### src/rtl/flopoco_fp_pkg.sv
// flopoco_fp_pkg: shared definitions for FloPoCo-format arithmetic blocks.
//   Word layout: {exc[1:0], sign, exp[WE-1:0], frac[WF-1:0]}.
//   Provides exception encodings, field-position helpers, the exponent bias
//   and the accumulator FSM state type.
package flopoco_fp_pkg;

   localparam logic [1:0] EXC_ZERO   = 2'b00;
   localparam logic [1:0] EXC_NORMAL = 2'b01;
   localparam logic [1:0] EXC_INF    = 2'b10;
   localparam logic [1:0] EXC_NAN    = 2'b11;

   typedef enum logic {ACC, HOLD} acc_state_t;

   function automatic int exc_lsb(input int we, input int wf);
      return we + wf + 1;
   endfunction

   function automatic int sign_pos(input int we, input int wf);
      return we + wf;
   endfunction

   function automatic int exp_lsb(input int wf);
      return wf;
   endfunction

   function automatic int bias(input int we);
      return (1 << (we - 1)) - 1;
   endfunction

endpackage

### src/rtl/flopoco_fadd_4_5_comb.sv
// flopoco_fadd_4_5_comb: combinational FloPoCo WE/WF adder, round to nearest even.
//   a, b : operands {exc, sign, exp, frac}
//   y    : sum in the same format
//   Specials (NaN, inf, zero) take priority over the normal datapath.
module flopoco_fadd_4_5_comb
   import flopoco_fp_pkg::*;
#(
   parameter int WE = 4,
   parameter int WF = 5
) (
   input  logic [2+WE+WF:0] a,
   input  logic [2+WE+WF:0] b,
   output logic [2+WE+WF:0] y
);

   localparam int XL = exc_lsb(WE, WF);
   localparam int SP = sign_pos(WE, WF);
   localparam int EL = exp_lsb(WF);
   localparam int M  = WF + 1;
   // Alignment headroom wide enough that every shifted-out bit reaches sticky.
   localparam int SH = (1 << WE) + 2;
   localparam int SW = M + 4;
   localparam int LW = $clog2(SW + 1);

   logic [1:0]      xa, xb;
   logic            sa, sb;
   logic [WE-1:0]   ea, eb;
   logic [WF-1:0]   fa, fb;

   assign xa = a[XL +: 2];
   assign xb = b[XL +: 2];
   assign sa = a[SP];
   assign sb = b[SP];
   assign ea = a[EL +: WE];
   assign eb = b[EL +: WE];
   assign fa = a[WF-1:0];
   assign fb = b[WF-1:0];

   logic            swap, sl, sub;
   logic [WE-1:0]   el, es, d;
   logic [M-1:0]    sig_l, sig_s;
   logic [M+SH-1:0] b_ext;
   logic [M+2:0]    aa, bb;
   logic [SW-1:0]   s, n;
   logic [LW-1:0]   lz;
   logic            g, st, up;
   logic [WF:0]     frac_r;
   logic [WE+1:0]   e_r;
   logic [2+WE+WF:0] y_norm;
   logic            a_nan, b_nan, a_inf, b_inf, a_zero, b_zero;

   always_comb begin
      swap  = {eb, fb} > {ea, fa};
      el    = swap ? eb : ea;
      es    = swap ? ea : eb;
      sig_l = {1'b1, swap ? fb : fa};
      sig_s = {1'b1, swap ? fa : fb};
      sl    = swap ? sb : sa;
      sub   = sa ^ sb;
      d     = el - es;
      b_ext = {sig_s, {SH{1'b0}}} >> d;
      // Keep guard and round bits, fold everything below into sticky.
      bb    = {b_ext[M+SH-1 -: M+2], |b_ext[SH-3:0]};
      aa    = {sig_l, 3'b000};
      s     = sub ? {1'b0, aa} - {1'b0, bb} : {1'b0, aa} + {1'b0, bb};
      lz    = LW'(SW);
      for (int i = 0; i < SW; i++)
         if (s[i]) lz = LW'(SW - 1 - i);
      n      = s << lz;
      g      = n[3];
      st     = |n[2:0];
      up     = g & (st | n[4]);
      // Carry out of the fraction means the significand rounded up to 2.0.
      frac_r = {1'b0, n[SW-2:4]} + (WF+1)'(up);
      e_r    = (WE+2)'(el) + (WE+2)'(1) - (WE+2)'(lz) + (WE+2)'(frac_r[WF]);
      y_norm = !n[SW-1] ? '0
             : e_r[WE+1] ? {EXC_ZERO, sl, {(WE+WF){1'b0}}}
             : e_r[WE]   ? {EXC_INF, sl, {(WE+WF){1'b0}}}
             : {EXC_NORMAL, sl, e_r[WE-1:0], frac_r[WF-1:0]};
   end

   assign a_nan  = xa == EXC_NAN;
   assign b_nan  = xb == EXC_NAN;
   assign a_inf  = xa == EXC_INF;
   assign b_inf  = xb == EXC_INF;
   assign a_zero = xa == EXC_ZERO;
   assign b_zero = xb == EXC_ZERO;

   assign y = (a_nan | b_nan | (a_inf & b_inf & (sa ^ sb))) ? {EXC_NAN, 1'b0, {(WE+WF){1'b0}}}
            : a_inf             ? {EXC_INF, sa, {(WE+WF){1'b0}}}
            : b_inf             ? {EXC_INF, sb, {(WE+WF){1'b0}}}
            : (a_zero & b_zero) ? {EXC_ZERO, sa & sb, {(WE+WF){1'b0}}}
            : a_zero            ? b
            : b_zero            ? a
            : y_norm;

endmodule

### src/rtl/flopoco_facc_4_5.sv
// flopoco_facc_4_5: streaming packet accumulator for FloPoCo WE/WF words.
//   clk, rst_n          : clock, synchronous active-low reset
//   in_valid/in_ready   : input handshake, in_data term, in_last ends packet
//   out_valid/out_ready : output handshake, out_data sum, out_count terms
//   One term per cycle while accumulating; the sum is held until taken.
module flopoco_facc_4_5
   import flopoco_fp_pkg::*;
#(
   parameter int WE    = 4,
   parameter int WF    = 5,
   parameter int CNT_W = 8
) (
   input  logic              clk,
   input  logic              rst_n,
   input  logic              in_valid,
   output logic              in_ready,
   input  logic [2+WE+WF:0]  in_data,
   input  logic              in_last,
   output logic              out_valid,
   input  logic              out_ready,
   output logic [2+WE+WF:0]  out_data,
   output logic [CNT_W-1:0]  out_count
);

   acc_state_t        state, state_nx;
   logic [2+WE+WF:0]  acc, sum;
   logic [CNT_W-1:0]  cnt, cnt_inc;
   logic              accept;

   flopoco_fadd_4_5_comb #(.WE(WE), .WF(WF)) u_add (
      .a(acc),
      .b(in_data),
      .y(sum)
   );

   assign cnt_inc = &cnt ? cnt : cnt + 1'b1;

   always_comb begin
      in_ready  = state == ACC;
      out_valid = state == HOLD;
      accept    = in_valid & in_ready;
      state_nx  = (accept & in_last)      ? HOLD
                : (out_valid & out_ready) ? ACC
                : state;
   end

   always_ff @(posedge clk) begin
      if (!rst_n) begin
         state     <= ACC;
         acc       <= '0;
         cnt       <= '0;
         out_data  <= '0;
         out_count <= '0;
      end else begin
         state <= state_nx;
         if (accept && in_last) begin
            out_data  <= sum;
            out_count <= cnt_inc;
            acc       <= '0;
            cnt       <= '0;
         end else if (accept) begin
            acc <= sum;
            cnt <= cnt_inc;
         end
      end
   end

endmodule

### config.mk
export PLATFORM = sky130hd
export DESIGN_NAME = flopoco_facc_4_5
export DESIGN_NICKNAME = d
export VERILOG_FILES = /design/src/rtl/flopoco_fp_pkg.sv /design/src/rtl/flopoco_fadd_4_5_comb.sv /design/src/rtl/flopoco_facc_4_5.sv
export SDC_FILE = /design/constraint.sdc
export NUM_CORES = 1
export LEC_CHECK = 0
export BUFFER_PORTS_ARGS = -buffer_cell sky130_fd_sc_hd__buf_2
export CAP_MARGIN = 20
export CORE_MARGIN = 2
export CORE_UTILIZATION = 62
export CTS_CLUSTER_SIZE = 14
export DETAILED_ROUTE_END_ITERATION = 10
export MAX_ROUTING_LAYER = met4
export PLACE_DENSITY_LB_ADDON = 0.25
export SLEW_MARGIN = 5
export SYNTH_ARGS = -nofsm -noshare
export SYNTH_HDL_FRONTEND = slang
export SYNTH_SLANG_ARGS = --single-unit
### constraint.sdc
create_clock -name clk -period 11.45 [get_ports clk]
set_input_delay 0.5725 -clock clk [delete_from_list [all_inputs] [get_ports clk]]
set_output_delay 0.5725 -clock clk [all_outputs]
set_load 0.05 [all_outputs]
# Word-level counts from Yosys, hierarchy flattened
# Cells that the tools add are included.
# totals
reg_bits,41
inputBits,17
out_inout_bits,22
word_cells,70
# op_classes
n_addsub,8
order_cmp,1
n_eq_ne,4
shift,2
n_mux,28
bitwise,14
reduce_logical,8
# ops
cell,n
two-way mux 12 bit,9
two-way mux 4 bit,10
>> shifter 24 x 4 -> 24 bit,1
OR reduction 16 bit,1
adder 9 x 9 -> 10 bit,1
two-way mux 10 bit,1
two-way mux 5 bit,2
<< shifter 10 x 4 -> 10 bit,1
subtractor 9 x 9 -> 10 bit,1
> comparator 9 bit,1
adder 8 x 1 -> 8 bit (second input constant),1
AND 1 bit,8
== test 2 bit (second input constant),4
two-way mux 8 bit,1
AND reduction 8 bit,1
adder 5 x 1 -> 6 bit,1
adder 6 x 1 -> 6 bit,1
subtractor 6 x 4 -> 6 bit,1
adder 4 x 1 -> 5 bit (second input constant),1
zero test 2 bit,2
two-way mux 2 bit,2
subtractor 4 bit,1
two-way mux 1 bit,3
OR 1 bit,3
other kinds (6),7

# Logic depth before layout (Yosys ltp)
# Gate-level depths: netlist (run 1).
# depth
depth_word,32
depth_mapped,50
depth_no_buf,46

# Modules after synthesis
# Synthesis (run 1) repeated with hierarchy kept, for this count alone.
# unflattened
cells_unflattened,641
hier_area_um2,4677.0
# modules_own_cells
mod,instances,cells_each,area_per_inst_um2,seq_area_each_um2
flopoco_fadd_4_5_comb,1,441,3037.9,0.0
flopoco_facc_4_5,1,200,1639.1,820.8

# Worst setup path after synthesis (run 1)
# OpenSTA, ideal clock, no wires.
# synth_timing
path_kind,input-to-reg
start,input port in_data[8]
end,register out_data[0]
setup_time_ns,0.059
arrival_time_ns,8.918
t_required_ns,11.391
setup_slack_ns,2.472
cell_stages,45
n_path_buf,5
path_cell_list,ha_1 -> nand4_2 -> or3_4 -> and3_4 -> nor2_8 -> buf_1 -> a31oi_1 -> ha_1 -> clkbuf_1 -> clkbuf_1 -> mux2i_1 -> o21ai_0 -> a2111oi_1 -> o22ai_1 -> nand2_1 -> nand2_1 -> inv_1 -> ha_1 -> [9 not listed] -> buf_6 -> nor4_1 -> a311oi_4 -> a211oi_2 -> nand2_1 -> ha_1 -> inv_1 -> ha_1 -> fa_1 -> a21oi_1 -> nor2_1 -> nor2_1 -> xnor2_1 -> a2111oi_4 -> a211o_1 -> o21ai_1 -> o41ai_1 -> and2_1
# synth_via
elab_chain_len,32
word_cells_on_any_way,38
classes_between,add/sub (7); order compare (1); shift (2); mux (24); bitwise (2); reduce/logical (2)
# synth_lines
item,line_no,source
from (decl),flopoco_facc_4_5.sv:17,"input logic [2+WE+WF:0] in_data,"
> comparator 9 bit,flopoco_fadd_4_5_comb.sv:53,"swap = {eb, fb} > {ea, fa};"
two-way mux 4 bit (on tied branches),"flopoco_fadd_4_5_comb.sv:54, flopoco_fadd_4_5_comb.sv:55",
subtractor 4 bit,flopoco_fadd_4_5_comb.sv:60,d = el - es;
>> shifter 24 x 4 -> 24 bit,flopoco_fadd_4_5_comb.sv:61,"b_ext = {sig_s, {SH{1'b0}}} >> d;"
OR reduction 16 bit,flopoco_fadd_4_5_comb.sv:63,"bb = {b_ext[M+SH-1 -: M+2], |b_ext[SH-3:0]};"
adder 9 x 9 -> 10 bit or subtractor 9 x 9 -> 10 bit (tied branches),flopoco_fadd_4_5_comb.sv:65,"s = sub ? {1'b0, aa} - {1'b0, bb} : {1'b0, aa} + {1'b0, bb};"
two-way mux 10 bit,flopoco_fadd_4_5_comb.sv:65,
two-way mux 2 bit (2 in series),flopoco_fadd_4_5_comb.sv:68,if (s[i]) lz = LW'(SW - 1 - i);
[15 not listed],-,
two-way mux 12 bit,flopoco_fadd_4_5_comb.sv:77,": e_r[WE+1] ? {EXC_ZERO, sl, {(WE+WF){1'b0}}}"
two-way mux 12 bit *,flopoco_fadd_4_5_comb.sv:76,y_norm = !n[SW-1] ? '0
two-way mux 12 bit *,flopoco_fadd_4_5_comb.sv:94,: b_zero ? a
two-way mux 12 bit *,flopoco_fadd_4_5_comb.sv:93,: a_zero ? b
two-way mux 12 bit *,flopoco_fadd_4_5_comb.sv:92,": (a_zero & b_zero) ? {EXC_ZERO, sa & sb, {(WE+WF){1'b0}}}"
two-way mux 12 bit *,flopoco_fadd_4_5_comb.sv:91,": b_inf ? {EXC_INF, sb, {(WE+WF){1'b0}}}"
two-way mux 12 bit *,flopoco_fadd_4_5_comb.sv:90,": a_inf ? {EXC_INF, sa, {(WE+WF){1'b0}}}"
two-way mux 12 bit *,flopoco_fadd_4_5_comb.sv:89,"assign y = (a_nan | b_nan | (a_inf & b_inf & (sa ^ sb))) ? {EXC_NAN, 1'b0, {(WE+WF){1'b0}}}"
to (signal assigned),flopoco_facc_4_5.sv:57,out_data <= sum;
to (decl),flopoco_facc_4_5.sv:21,"output logic [2+WE+WF:0] out_data,"
# Every way passes the cells marked *; elsewhere a longest branch is shown, timed or not.
# A chain may end at the register's enable or synchronous reset.

# Worst setup path in the final report (run 1)
# layout_timing
start,register acc[6]
end,register out_data[0]
# layout_via
elab_chain_len,32
word_cells_on_any_way,38
classes_between,add/sub (7); order compare (1); shift (2); mux (24); bitwise (2); reduce/logical (2)
# layout_lines
item,line_no,source
from (decl),flopoco_facc_4_5.sv:26,"logic [2+WE+WF:0] acc, sum;"
from (signal assigned),flopoco_facc_4_5.sv:62,acc <= sum;
> comparator 9 bit,flopoco_fadd_4_5_comb.sv:53,
two-way mux 4 bit (on tied branches),"flopoco_fadd_4_5_comb.sv:54, flopoco_fadd_4_5_comb.sv:55",
subtractor 4 bit,flopoco_fadd_4_5_comb.sv:60,
>> shifter 24 x 4 -> 24 bit,flopoco_fadd_4_5_comb.sv:61,
OR reduction 16 bit,flopoco_fadd_4_5_comb.sv:63,
adder 9 x 9 -> 10 bit or subtractor 9 x 9 -> 10 bit (tied branches),flopoco_fadd_4_5_comb.sv:65,
two-way mux 10 bit,flopoco_fadd_4_5_comb.sv:65,
two-way mux 2 bit (2 in series),flopoco_fadd_4_5_comb.sv:68,
[15 not listed],-,
two-way mux 12 bit,flopoco_fadd_4_5_comb.sv:77,
two-way mux 12 bit *,flopoco_fadd_4_5_comb.sv:76,
two-way mux 12 bit *,flopoco_fadd_4_5_comb.sv:94,
two-way mux 12 bit *,flopoco_fadd_4_5_comb.sv:93,
two-way mux 12 bit *,flopoco_fadd_4_5_comb.sv:92,
two-way mux 12 bit *,flopoco_fadd_4_5_comb.sv:91,
two-way mux 12 bit *,flopoco_fadd_4_5_comb.sv:90,
two-way mux 12 bit *,flopoco_fadd_4_5_comb.sv:89,
# Marks and branches as above.

==> impl_metrics.tcl, run 1 <==
set metrics [dict create \
    place_congestion 1.04 \
    synth_fa_ha_area_share_pct 9.46 \
    worstPathRequired_ns 11.69 \
    cts_max_path_buffers 2 \
    synth_seq_area_share_pct 16.7 \
    synth_nets 718 \
    crit_path_max_fanout 25 \
    path_delay_family "compound AO/OA/AOI/OAI gates" \
    diodes 0 \
    maxCapViolCount 0 \
    cts.sinks 41 \
    max_slew.worst_pin.slew_ns 0.906 \
    route.detailed.drc 0 \
    slowest_stage "ha_1" \
    slew-limit-headroom_pct 39.3 \
    coreArea_um2 7730 \
    power_per_cell_area_nw_per_um2 174 \
    postRouteAntennaNets 0 \
    synth-async-reset-ratio_pct 0 \
    finish.utilization_pct 67.2 \
    muxShareOfSynthArea_pct 2.57 \
    io-pin-count 39 \
    max_stage_delay_ns 0.81 \
    area_growth_pct 5.47 \
    synthFlopType "dfxtp_1" \
    hp-class "flop to flop" \
    rsz0062_at_grt "no" \
    fin_setup_tns_ns 0 \
    period_minus_slack_ns 10.29 \
    crit_path_frequent_cell "nor2_1" \
    worstSetupPathType "flop to flop" \
    groute.usage.overall_pct 34.8 \
    antenna_found_initial 0 \
    wire_per_inst_um 18.7 \
    cts_setup_buffers 0 \
    dieWidth_um 93.1 \
    place_area_um2 5080 \
    drive_above_1_share_pct 13.3 \
    dpl.cell_count 771 \
    totalWireLength_um 14600 \
    ctsResizeCount 0 \
    final.setup.worst_slack_ns 1.16 \
    hold_viol 0 \
    cts_root_buffer "clkbuf_8" \
    hold_buffers 0 \
    drv_slew 0 \
    clkLatencyLatePin_ns 0.29 \
    synth_warnings 0 \
    cts_buffers 5 \
    synth_compound_area_share_pct 35.7 \
    firstDrtPassIters 5 \
    grt_start_max_net_pins 26 \
    hold_ws_ns 0.459 \
    final_design_area_no_fill_um2 5190 \
    clkTransAtPathRegs_ns 0.08 \
    startpoint_type "flop" \
    ys_ff_latch 41 \
    period_share_pct 89.8 \
    synth_top_family_by_area "compound AO/OA/AOI/OAI gates" \
    avgSynthCellArea_um2 7.40 \
    synth-simple-area-share_pct 23.7 \
    synth_edf_count 0 \
    critPathBufInv 5 \
    dr_total_vias 5277 \
    dp_worst_setup_slack_ns 1.21 \
    synth_cell_types 100 \
    power.leakage_nw 2.07 \
    rows 32 \
    die_height_um 93.1 \
    viasPerCell 6.77 \
    setup_viol 0 \
    grt_pass1_vias 4718 \
    syn_inst 665 \
    irDropWorstVdd_mv 0.0878 \
    layout.cells.non_filler 779 \
    drt_iter0_markers 348 \
    io_buffers 38 \
    syn_area_um2 4920 \
    outcome "finished clean" \
    max_clock_freq_ghz 0.0972 \
    cp-end-kind "flop" \
    cts_tree "done" \
    grt_first_pass_wirelength_um 23900 \
    start_util_pct 63.7 \
    grt_overflow 0 \
    final.setup_skew_ns 0.00519 \
    final_nets 730 \
    worstPathArrival_ns 10.53 \
    dieArea_um2 8670 \
    synthXorXnorAreaFrac_pct 5.16 \
    cts-htree-levels 2 \
    dp_hpwl_um 11100 \
    p_total_mw 0.905 \
]
-- cells in the final DEF (no fill, tap or decap), drive strengths merged, types with 6 or more instances in the layout --
| master | Yosys | final |
|---|---|---|
| o22ai | 6 | 6 |
| ha | 34 | 34 |
| buf | 8 | 40 |
| xor2 | 7 | 7 |
| nand3 | 18 | 18 |
| a221o | 7 | 7 |
| and2 | 9 | 9 |
| nor3 | 17 | 17 |
| nand4 | 8 | 8 |
| a21boi | 6 | 6 |
| a21oi | 61 | 61 |
| a31oi | 13 | 13 |
| nor2b | 10 | 10 |
| inv | 41 | 41 |
| mux2i | 10 | 10 |
| a21o | 6 | 6 |
| a211oi | 12 | 12 |
| a32oi | 7 | 7 |
| dfxtp | 41 | 41 |
| or3 | 7 | 7 |
| xnor2 | 22 | 22 |
| or2 | 6 | 6 |
| o31ai | 7 | 7 |
| nor2 | 66 | 66 |
| o211ai | 12 | 12 |
| o21ai | 39 | 39 |
| nand2 | 73 | 73 |
-- final cells by class --
| class | instances | area, um^2 |
|---|---|---|
| clock buffer | 5 | 68.8 |
| clock inverter | 2 | 35.0 |
| fill | 679 | 2540 |
| inverter | 41 | 164 |
| multi-input combinational | 548 | 3770 |
| sequential | 41 | 821 |
| tap | 102 | 128 |
| timing repair buffer | 40 | 205 |
-- metal layers --
metal / up-vias / part of all wire [%] / global-route usage (%)
met5: - / 0 / -
met4: 0 / 0.89 / 5.39
li1: 2491 / - / -
met2: 297 / 44 / 51.1
met3: 22 / 8.7 / 4.43
met1: 2467 / 46 / 51.9
-- state kept, by name (all words and copies together), names as in the netlist --
register   cells
out_data      12
cnt            8
out_count      8
out_valid      1
acc           12
-- path summary, 6_finish.rpt --
check	from	endpoint	slack [ns]	cells after the start
hold reg to reg	out_data[8]$_SDFFE_PN0P_	out_data[8]$_SDFFE_PN0P_	0.46	2
setup / recovery	acc[6]$_SDFFE_PP0P_	out_data[0]$_SDFFE_PN0P_	1.16	45
setup reg to reg	acc[6]$_SDFFE_PP0P_	out_data[0]$_SDFFE_PN0P_	1.16	45
hold / removal	out_data[8]$_SDFFE_PN0P_	out_data[8]$_SDFFE_PN0P_	0.46	2
-- worst register-to-register path, delay by kind of cell (launching register included) --
kind	cells	cell delay [ns]
xor gates and xnor gates	1	0.14
adders and majority gates	7	2.65
DFF	1	0.49
and+or+nand+nor	13	1.59
muxes	3	0.43
AOI/OAI and AO/OA	16	4.54
buffers and inverters	5	0.38
-- cells in the mapped netlist (all sizes together), types with 8 or more instances --
cell type | instances | area, um^2
buf | 8 | 66.3
dfxtp | 41 | 821
xnor2 | 22 | 193
nor2b | 10 | 62.6
mux2i | 10 | 100
nor3 | 17 | 90.1
and2 | 9 | 58.8
a211oi | 12 | 100
ha | 34 | 425
a31oi | 13 | 87.6
a21oi | 61 | 309
inv | 41 | 164
nand3 | 18 | 95.1
o21ai | 39 | 199
clkbuf | 27 | 101
nor2 | 66 | 264
nand4 | 8 | 56.3
o211ai | 12 | 90.1
nand2 | 73 | 277
-- power breakdown --
group	switching [mW]	total (mW)	internal, mW
sequential	0.00703	0.155	0.148
clock	0.0500	0.113	0.0634
combinational	0.397	0.637	0.239
-- logic make-up (layout without fill, tap and decap cells) --
kind of cell / count (synthesis) / after routing
flip-flops: 41 / 41
AND/OR/NAND/NOR: 235 / 235
multiplexers: 12 / 12
XOR/XNOR: 29 / 29
adder cells (fa/ha/maj): 36 / 36
AO/OA/AOI/OAI: 236 / 236
buffers and inverters: 76 / 88
Power figures use the tool's default switching activity.
==> run 2: changes to the inputs <==
Settings changed: REMOVE_ABC_BUFFERS from default to 1, SKIP_LAST_GASP from default to 1.
==> impl_metrics.tcl, run 2 (synthesis results as in run 1) <==
set metrics [dict create \
    crit_path_max_fanout 25 \
    rrSetupSlack_ns 1.32 \
    cp-end-kind "flop" \
    groute.usage.overall_pct 35.0 \
    coreArea_um2 7730 \
    io_buffers 38 \
    p_total_mw 0.906 \
    final_nets 729 \
    area_growth_pct 5.47 \
    path_delay_family "compound AO/OA/AOI/OAI gates" \
    firstDrtPassIters 6 \
    rr_startpoint "acc[6]$_SDFFE_PP0P_" \
    final.setup_skew_ns 0.00632 \
    power.leakage_nw 2.06 \
    dr_total_vias 5213 \
    use_met3_pct 4.27 \
    mostFrequentLayoutCell "nand2_1" \
    startpoint_type "flop" \
    r2r_cells 45 \
    hp-class "flop to flop" \
    hold_start "out_data[8]$_SDFFE_PN0P_" \
    cts-htree-levels 2 \
    drt_iter0_markers 482 \
    worstPathRequired_ns 11.70 \
    clkLatencyLatePin_ns 0.30 \
    drv_slew 0 \
    layout.cells.non_filler 779 \
    grt_pass1_vias 4684 \
    io-pin-count 39 \
    hold_buffers 0 \
    rows 32 \
    period_share_pct 88.5 \
    use_met2_pct 50.8 \
    crit_path_frequent_cell "nor2_1" \
    drive_above_1_share_pct 13.1 \
    fin_setup_tns_ns 0 \
    cts_tree "done" \
    maxCapViolCount 0 \
    setup_viol 0 \
    cts_root_buffer "clkbuf_8" \
    power_per_cell_area_nw_per_um2 175 \
    diodes 0 \
    hold_viol 0 \
    dp_hpwl_um 11000 \
    postRouteAntennaNets 0 \
    top_regs "acc (12), out_data (12)" \
    slew-limit-headroom_pct 36.0 \
    min_to "out_data[8]$_SDFFE_PN0P_" \
    cts_buffers 5 \
    clkTransAtPathRegs_ns 0.09 \
    place_congestion 0.983 \
    outcome "finished clean" \
    max_clock_freq_ghz 0.0987 \
    hold_ws_ns 0.455 \
    top_usage_layer "met1" \
    period_minus_slack_ns 10.13 \
    grt_start_max_net_pins 26 \
    dp_worst_setup_slack_ns 1.25 \
    grt_overflow 0 \
    final_cell_mix "72 x nand2_1, 65 x nor2_1, 60 x a21oi_1" \
    irDropWorstVdd_mv 0.0874 \
    dieWidth_um 93.1 \
    start_util_pct 63.7 \
    antenna_found_initial 0 \
    gr-usage-met1_pct 51.7 \
    rsz0062_at_grt "no" \
    route.detailed.drc 0 \
    final.setup.worst_slack_ns 1.32 \
    grt_first_pass_wirelength_um 23900 \
    cts.sinks 41 \
    ctsResizeCount 0 \
    worstSetupPathType "flop to flop" \
    viasPerCell 6.69 \
    critPathBufInv 5 \
    fillCellCount 654 \
    worstPathArrival_ns 10.38 \
    wire_per_inst_um 18.6 \
    holdPathStages 2 \
    cts_setup_buffers 0 \
    totalWireLength_um 14500 \
    slowest_stage "ha_1" \
    die_height_um 93.1 \
    cts_max_path_buffers 2 \
    max_slew.worst_pin.slew_ns 0.958 \
    dpl.cell_count 771 \
    dieArea_um2 8670 \
    r2r-end "out_data[0]$_SDFFE_PN0P_" \
    max_stage_delay_ns 0.80 \
]
## run 2: changes by cell type in the layout (fill, tap and decap cells not counted), sizes merged
cell,change
buf,-1
clkbuf,+1
## run 2: worst max path at each step
| stage | startpoint | to | slack [ns] | cells after the start |
|---|---|---|---|---|
| 6_report | acc[6]$_SDFFE_PP0P_ | out_data[0]$_SDFFE_PN0P_ | 1.32 | 45 |
| 4_1_cts | acc[6]$_SDFFE_PP0P_ | out_data[0]$_SDFFE_PN0P_ | 1.40 | 45 |
| 3_3_place_gp | in_data[7] | out_data[0]$_SDFFE_PN0P_ | 1.40 | 45 |
| 2_1_floorplan | in_data[7] | out_data[0]$_SDFFE_PN0P_ | 2.57 | 44 |
| 3_5_place_dp | in_data[7] | out_data[0]$_SDFFE_PN0P_ | 1.25 | 45 |
| 5_1_grt | acc[5]$_SDFFE_PP0P_ | out_data[7]$_SDFFE_PN0P_ | 0.42 | 39 |
## run 2: worst register-to-register path: cells and delay by family, from the launching register on
kind / cells / cell delay, ns
adder cells (fa/ha/maj): 7 / 2.64
buffers and inverters: 5 / 0.38
AND/OR/NAND/NOR: 13 / 1.57
multiplexers: 3 / 0.43
XOR/XNOR: 1 / 0.14
flip-flops: 1 / 0.47
AO/OA/AOI/OAI: 16 / 4.43
## run 2: area by class of cell
| cell class | count | area, um^2 | area share (%) |
|---|---|---|---|
| clock buffer | 6 | 72.6 | 1.40 |
| inverter | 41 | 164 | 3.16 |
| multi-input combinational | 548 | 3770 | 72.6 |
| timing repair buffer | 39 | 198 | 3.81 |
| tap | 102 | 128 | 2.46 |
| clock inverter | 2 | 38.8 | 0.747 |
| sequential | 41 | 821 | 15.8 |
## run 2: where the power goes
part / switching, mW / internal (mW) / total (mW)
Clock: 0.0551 / 0.0655 / 0.121
Sequential: 0.00728 / 0.148 / 0.156
Combinational: 0.391 / 0.239 / 0.630
Total: 0.453 / 0.453 / 0.906
## run 2: metal layers
layer	part of all wire, %	vias to the layer above
met5	0	-
met4	2.4	0
met3	8.2	33
met2	43	280
met1	46	2405
li1	-	2495
## run 2: metrics by stage
step	instance area [um^2]	utilization (%)
after global routing	5190	67.2
after global placement	5080	65.7
final	5190	67.2
after detailed placement	5080	65.7
after floorplan	4750	-
after CTS	5190	67.2
==> run 3: changes to the inputs <==
Settings changed: PLACE_DENSITY from default to 0.79, PLACE_DENSITY_LB_ADDON 0.25 to default.
==> impl_metrics.tcl, run 3 (synthesis results as in run 1) <==
set metrics [dict create \
    drive_above_1_share_pct 13.4 \
    mostFrequentLayoutCell "nand2_1" \
    swShare_pct 51.7 \
    totalWireLength_um 14400 \
    layout.cells.non_filler 780 \
    power_frac_comb_pct 71.2 \
    ctsResizeCount 0 \
    grt_first_pass_wirelength_um 23200 \
    hold_viol 0 \
    dp_hpwl_um 10900 \
    p_seq_share_pct 17.4 \
    maxCapViolCount 0 \
    grt_pass1_vias 4692 \
    cts_root_buffer "clkbuf_8" \
    cts_setup_buffers 0 \
    diodes 0 \
    drt_iter0_markers 365 \
    coreArea_um2 7730 \
    firstDrtPassIters 5 \
    max_clock_freq_ghz 0.0970 \
    final_cell_mix "72 x nand2_1, 65 x nor2_1, 60 x a21oi_1" \
    setup_viol 0 \
    dr_total_vias 5231 \
    top_regs "acc (12), out_data (12)" \
    hold_ws_ns 0.458 \
    cts_max_path_buffers 2 \
    startpoint_type "flop" \
    slowest_stage "ha_1" \
    internal_power_mw 0.431 \
    io_buffers 38 \
    worstPathRequired_ns 11.69 \
    worstPathArrival_ns 10.55 \
    cts_tree "done" \
    place_congestion 0.991 \
    worstSetupPathType "flop to flop" \
    clkTransAtPathRegs_ns 0.09 \
    power_frac_clock_pct 11.4 \
    period_minus_slack_ns 10.31 \
    outcome "finished clean" \
    power.leakage_nw 2.06 \
    crit_path_frequent_cell "nor2_1" \
    wire_per_inst_um 18.4 \
    die_height_um 93.1 \
    dieArea_um2 8670 \
    finish.utilization_pct 67.0 \
    fin_setup_tns_ns 0 \
    slew-limit-headroom_pct 35.1 \
    drv_slew 0 \
    cts.sinks 41 \
    grt_overflow 0 \
    p_total_mw 0.893 \
    p_switching_mw 0.462 \
    rows 32 \
    viasPerCell 6.71 \
    dieWidth_um 93.1 \
    rsz0062_at_grt "no" \
    grt_start_max_net_pins 26 \
    route.detailed.drc 0 \
    cts_buffers 5 \
    hp-class "flop to flop" \
    clkLatencyLatePin_ns 0.30 \
    hold_buffers 0 \
    max_slew.worst_pin.slew_ns 0.970 \
    area_growth_pct 5.26 \
    start_util_pct 63.7 \
    groute.usage.overall_pct 33.6 \
    cp-end-kind "flop" \
    period_share_pct 90.0 \
    antenna_found_initial 0 \
    postRouteAntennaNets 0 \
    crit_path_max_fanout 25 \
    power_per_cell_area_nw_per_um2 172 \
    io-pin-count 39 \
    irDropWorstVdd_mv 0.115 \
    max_stage_delay_ns 0.81 \
    cts-htree-levels 2 \
    final_nets 730 \
    dpl.cell_count 772 \
    final.setup_skew_ns 0.0129 \
]
[run 3: cell count changes in the layout (fill, tap and decap cells not counted)]
cell	previous run	this run
clkinvlp_4	0	1
bufinv_16	1	0
inv_6	0	1
buf_4	1	2
clkbuf_1	1	0
[run 3: path summary, 6_finish.rpt]
check,cells after the start,slack [ns],endpoint,start
worst max-delay path,45,1.14,out_data[7]$_SDFFE_PN0P_,acc[6]$_SDFFE_PP0P_
worst min-delay path,2,0.46,out_data[8]$_SDFFE_PN0P_,out_data[8]$_SDFFE_PN0P_
worst max register to register,45,1.14,out_data[7]$_SDFFE_PN0P_,acc[6]$_SDFFE_PP0P_
worst min register to register,2,0.46,out_data[8]$_SDFFE_PN0P_,out_data[8]$_SDFFE_PN0P_
[run 3: area by class of cell]
class / instances / area (um^2)
inverters: 41 / 164
fillers: 690 / 2550
clock inverters: 3 / 25.0
clock buffers: 5 / 68.8
repair buffers: 40 / 205
multi-input cells: 548 / 3770
flip-flops and latches: 41 / 821
well taps: 102 / 128
[run 3: power groups by stage]
stage / Clock, mW / Sequential (mW) / Combinational (mW)
detailed placement: 0 / 0.158 / 0.611
floorplan: 0 / 0.167 / 0.468
CTS: 0.101 / 0.155 / 0.617
global route: 0.108 / 0.156 / 0.686
finish: 0.102 / 0.155 / 0.635
global placement: 0 / 0.158 / 0.606
[run 3: metal layers]
layer	routed length, um	global-route usage, %	up-vias
met5	0	-	-
met4	235	7.11	0
met3	996	3.87	27
met2	6400	51.5	228
met1	6730	47.9	2470
li1	-	-	2506
[run 3: worst max-delay path: cells and delay by family (launching register included)]
family	cells	cell delay, ns
xor gates and xnor gates	1	0.15
DFF	1	0.48
buffers and inverters	5	0.37
and+or+nand+nor	13	1.52
AOI/OAI and AO/OA	16	4.57
adders and majority gates	7	2.67
muxes	3	0.44
[run 3: per-stage QoR]
stage / setup slack, ns / cell area (um^2)
CTS: 1.34 / 5180
global route: 0.432 / 5180
global placement: 1.46 / 5090
finish: 1.14 / 5180
detailed placement: 1.22 / 5090
floorplan: 2.57 / 4750
